$ cat src/rtl/serial_adder.sv
// Bit-serial WIDTH-bit add/subtract unit: one full-adder cell per cycle, LSB first,
// with the carry held in a flop between bits and valid/ready handshakes on both sides.
module serial_adder #(
    parameter int WIDTH = 32
) (
    input  logic             clk,
    input  logic             reset,
    input  logic             in_valid,
    output logic             in_ready,
    input  logic [WIDTH-1:0] a,
    input  logic [WIDTH-1:0] b,
    input  logic             cin,
    input  logic             sub,
    output logic             out_valid,
    input  logic             out_ready,
    output logic [WIDTH-1:0] sum,
    output logic             cout,
    output logic             overflow
);
    localparam int CNT_W = $clog2(WIDTH);
    localparam logic [CNT_W-1:0] LAST = CNT_W'(WIDTH - 1);

    typedef enum logic [1:0] {IDLE, RUN, DONE} state_t;

    state_t           state_q, state_d;
    logic [WIDTH-1:0] a_q, a_d, b_q, b_d, sum_q, sum_d;
    logic [CNT_W-1:0] cnt_q, cnt_d;
    logic             c_q, c_d, cout_q, cout_d, ovf_q, ovf_d;
    logic             s_bit, co_bit, last_bit;

    always_comb begin
        s_bit    = a_q[0] ^ b_q[0] ^ c_q;
        co_bit   = (a_q[0] & b_q[0]) | (c_q & (a_q[0] ^ b_q[0]));
        last_bit = (cnt_q == LAST);
    end

    always_ff @(posedge clk) begin
        if (reset) begin
            state_q <= IDLE;
        end else begin
            state_q <= state_d;
        end
    end

    always_comb begin
        state_d = state_q;
        case (state_q)
            IDLE:    if (in_valid)  state_d = RUN;
            RUN:     if (last_bit)  state_d = DONE;
            DONE:    if (out_ready) state_d = IDLE;
            default: state_d = IDLE;
        endcase
    end

    // Subtraction is a + ~b + 1, so B is inverted and the carry forced on load.
    always_comb begin
        a_d    = a_q;
        b_d    = b_q;
        sum_d  = sum_q;
        cnt_d  = cnt_q;
        c_d    = c_q;
        cout_d = cout_q;
        ovf_d  = ovf_q;
        case (state_q)
            IDLE: begin
                if (in_valid) begin
                    a_d   = a;
                    b_d   = sub ? ~b : b;
                    c_d   = sub ? 1'b1 : cin;
                    cnt_d = '0;
                end
            end
            RUN: begin
                sum_d = {s_bit, sum_q[WIDTH-1:1]};
                a_d   = {1'b0, a_q[WIDTH-1:1]};
                b_d   = {1'b0, b_q[WIDTH-1:1]};
                c_d   = co_bit;
                cnt_d = cnt_q + CNT_W'(1);
                if (last_bit) begin
                    cout_d = co_bit;
                    ovf_d  = c_q ^ co_bit;
                end
            end
            default: ;
        endcase
    end

    always_ff @(posedge clk) begin
        if (reset) begin
            sum_q  <= '0;
            cnt_q  <= '0;
            c_q    <= 1'b0;
            cout_q <= 1'b0;
            ovf_q  <= 1'b0;
        end else begin
            sum_q  <= sum_d;
            cnt_q  <= cnt_d;
            c_q    <= c_d;
            cout_q <= cout_d;
            ovf_q  <= ovf_d;
        end
    end

    // Operand shifters carry no meaning outside RUN, so they need no reset.
    always_ff @(posedge clk) begin
        a_q <= a_d;
        b_q <= b_d;
    end

    always_comb begin
        in_ready  = (state_q == IDLE);
        out_valid = (state_q == DONE);
        sum       = sum_q;
        cout      = cout_q;
        overflow  = ovf_q;
    end
endmodule

$ cat config.mk
export PLATFORM = sky130hd
export DESIGN_NAME = serial_adder
export DESIGN_NICKNAME = d
export VERILOG_FILES = /design/src/rtl/serial_adder.sv
export SDC_FILE = /design/constraint.sdc
export NUM_CORES = 1
export LEC_CHECK = 0
export BUFFER_PORTS_ARGS = -buffer_cell sky130_fd_sc_hd__buf_4
export CORE_MARGIN = 2
export CORE_UTILIZATION = 50
export CTS_BUF_LIST = sky130_fd_sc_hd__clkbuf_4
export DETAILED_ROUTE_END_ITERATION = 8
export HOLD_SLACK_MARGIN = 0.1
export PLACE_DENSITY_LB_ADDON = 0.12
export SYNTH_ARGS = -nofsm -noshare
export SYNTH_HDL_FRONTEND = slang
export SYNTH_SLANG_ARGS = --single-unit
$ cat constraint.sdc
create_clock -name clk -period 2.5 [get_ports clk]
set_clock_uncertainty 0.05 [all_clocks]
set_input_delay 0.25 -clock clk [delete_from_list [all_inputs] [get_ports clk]]
set_output_delay 0.25 -clock clk [all_outputs]
set_load 0.02 [all_outputs]
==> summary.md <==
| Metric | Value |
|---|---|
| Run status | `completed` |
| Number of antenna violations at the first check in global routing | `1` |
| Startpoint class of the critical path | `register` |
| Number of buffers inserted to repair setup after CTS | `0` |
| Post-detailed-route wirelength per cell | `13.71 um` |
| Slowest CP cell | `dfxtp_1` |
| Number of placed I/O pins | `106` |
| Wire length of the first global-routing pass | `15740 um` |
| Total via count after detailed routing | `3568` |
| Number of global-route vias before repair | `3345` |
| Share of final-layout standard cells stronger than drive strength 1 | `23.45%` |
| Mapped Cells | `462` |
| Clock Tree Buf Depth | `2` |
| Endpoint of the worst register-to-register path | `b_q[8]` |
| Combinational share of power | `14.1%` |
| Effective utilization at floorplan | `52.19%` |
| Synthesized area per cell | `9.947 um2` |
| Max Fclk | `0.5617 GHz` |
| Worst-skew pair later-pin latency | `0.45 ns` |
| Largest net degree at the start of global routing | `61` |
| Floorplan Core Area | `8806 um2` |
| Largest vdd supply drop | `314.8 uV` |
| Pwr/cell area | `568.8 nW/um2` |
| Number of nets in the synthesized netlist | `535` |
| Clock Pin Slew Worst Setup and Hold Paths | `0.16 ns` |
| Net count reported at finish | `682` |
| Critical Path AT | `1.89 ns` |
| Sw power | `881.4 uW` |
| Sort of element at the end of the critical path | `register` |
| Type of the worst setup path | `reg2reg` |
| Flop-to-flop setup slack | `0.72 ns` |
| Number of endpoints with negative hold slack in the final report | `0` |
| Total area of multi-input combinational cells | `1628 um2` |
| Sum of negative setup slack | `0 ns` |
| Cell row count | `34` |
| Maximum cell stage delay along the critical path | `0.51 ns` |
| Place WS | `0.7262 ns` |
| Post-DR vias/cell | `4.935` |
| Hold/Removal Path Class | `in2reg` |
| Resized Gates After CTS | `0` |
| GRT Resource Usage Total | `20.09%` |
| Die H | `99.87 um` |
| Maximum fanout encountered on the critical timing path | `23` |
| Sequential standard cell area | `2763 um2` |
| Slack of the critical path | `0.7198 ns` |
| Hold Path Stages | `3` |
| Setup violators final | `0` |
| Count of H-tree levels built during CTS | `3` |
| Number of optimization iterations in the first detailed-route pass | `4` |
| Total number of clock tree sinks | `106` |
| Remaining global-route overflow | `0` |
| Layout-stage area growth over the synthesis result | `33.22%` |
| Routability congestion estimate | `0.7394` |
| Post-synthesis instance area | `4596 um2` |
| Worst reg2reg startpoint | `state_q[0]` |
| Total cell area at the placement stage | `5400 um2` |
| Switching Share | `25.31%` |
| Crit path required time | `2.61 ns` |
| DIE AREA | `9974 um2` |
| Distinct cells, synth | `34` |
| Number of buffers created by CTS | `9` |
| Cells traversed along the worst timing path | `o21bai_2 > inv_2 > buf_4` |
| Die span in x | `99.87 um` |
| Detailed router's first-iteration violation count | `201` |
| Sequential power share | `59.3%` |
| R2R depth | `3` |
| HPWL reported at the end of detailed placement | `5842 um` |
| Slew Limit Fails | `0` |
| Leak | `0.002480 uW` |
| Antenna-violating nets left | `0` |
| Clock root buffer | `clkbuf_4` |
| Internal power | `2601 uW` |
| Clock share of power | `26.5%` |
| DRC violations left | `0` |
| Share of synthesized area occupied by flip-flops and latches | `60.11%` |
| Hold WS | `0.1290 ns` |
| Post-route clock period utilization | `71.21%` |
| Synthesized flop and latch total | `106` |
| Worst slew pin tran | `0.5869 ns` |
| Routed wire length | `9912 um` |
| Final critical-path required period | `1.780 ns` |
| End point of the critical path | `b_q[8]` |
| Final design area excluding fillers | `6122 um2` |
| Warnings from Yosys | `0` |
| Number of fill cells in the layout | `670` |
| Clock tree from TritonCTS | `built` |
| Worst setup startpoint | `state_q[0]` |
| Max-slew headroom at the worst pin | `60.87%` |
| Setup repair after global routing missed its margin | `no` |
| Port Buffers | `105` |
| Total of max-cap violations | `0` |
## through the flow
| step | power, uW | util [%] | cells |
|---|---|---|---|
| after floorplan | 2371 | - | 462 |
| after CTS | 3510 | 69.49 | 722 |
| after detailed placement | 2523 | 61.32 | 649 |
| after global placement | 2508 | 61.32 | 649 |
| after global routing | 3632 | 69.52 | 723 |
| final | 3482 | 69.52 | 723 |
## placed cells by master (no fill, tap or decap), drive strengths merged, types with 2 or more instances in the layout
master       count
a21oi           36
clkbuf          10
dfxtp           42
dlygate4sd3     57
nand3            4
nand3b           2
nor2             6
o21ai           31
inv              5
ha               2
xnor2           32
edfxtp          64
a22oi            2
nand2b           3
buf            111
nand2          191
## critical path: cells and delay by family (launching register included)
kind / cells / cell delay, ns
compound gates: 1 / 0.20
buf+inv: 2 / 0.75
flops: 1 / 0.51
## sequential cells by signal, summed over array words and instances (netlist names)
register,count
c_q,1
cnt_q,5
state_q,2
cout,1
a_q,32
overflow,1
b_q,32
sum,32
## metal layers
layer	track usage, %	up-vias	routed length, um
met4	7.060	0	131
met2	32.74	88	4698
met3	4.666	11	515
li1	-	1824	-
met5	0	-	0
met1	26.55	1645	4566
## synth_stat cells, drive strengths merged
master / n / area share [%]
o41ai: 1 / 0.35
edfxtp: 64 / 42
a22oi: 2 / 0.33
mux2i: 1 / 0.22
nor3: 1 / 0.11
nand3: 4 / 0.44
nand3b: 2 / 0.33
and3: 1 / 0.14
or3: 1 / 0.14
nor2: 6 / 0.49
ha: 2 / 0.54
buf: 23 / 3.8
a211oi: 1 / 0.16
dfxtp: 42 / 18
xnor2: 32 / 6.1
xor2: 1 / 0.19
o21bai: 1 / 0.25
clkbuf: 9 / 0.74
nand2b: 3 / 0.41
a21oi: 36 / 4.5
nor2b: 1 / 0.14
fa: 1 / 0.44
a31oi: 1 / 0.14
o21ai: 31 / 3.7
inv: 1 / 0.082
nand2: 191 / 16
and2b: 1 / 0.16
a311oi: 1 / 0.33
and2: 1 / 0.14
## layout make-up
cell class | instances | area share, %
flip-flops and latches | 106 | 45.13
multi-input cells | 323 | 26.59
repair buffers | 168 | 23.54
well taps | 108 | 2.207
clock buffers | 10 | 1.226
clock inverters | 6 | 1.206
inverters | 1 | 0.06131
diodes | 1 | 0.04087
## power groups by stage
stage	clock network, uW	registers (uW)	logic (uW)
floorplan	0	2090	276
global placement	0	2100	407
detailed placement	0	2100	419
CTS	952	2070	490
global route	1010	2080	548
finish	923	2070	493
## cell families after synthesis
family | Yosys count | share of synthesized area [%]
xor+xnor | 33 | 6.289
fa+ha+maj | 3 | 0.9801
mux | 1 | 0.2178
compound gates | 74 | 9.747
simple gates | 212 | 18.08
buf+inv | 33 | 4.574
flops | 106 | 60.11
## what timing repair did
| action | CTS | global route |
|---|---|---|
| endpoints found under the setup margin | 0 | 0 |
| hold endpoints to repair | 57 | 0 |
| hold buffers | 57 | 0 |
## how the worst min path moves through the flow
stage,start,endpoint,slack (ns)
6_report,b[29],b_q[29],0.13
5_1_grt,b[29],b_q[29],0.13
4_1_cts,b[29],b_q[29],0.10
3_5_place_dp,sum[18],sum[17],0.41
3_3_place_gp,sum[0],sum[0],0.40
2_1_floorplan,a[18],a_q[18],0.38
No activity file was read; power rests on OpenSTA's default activity.
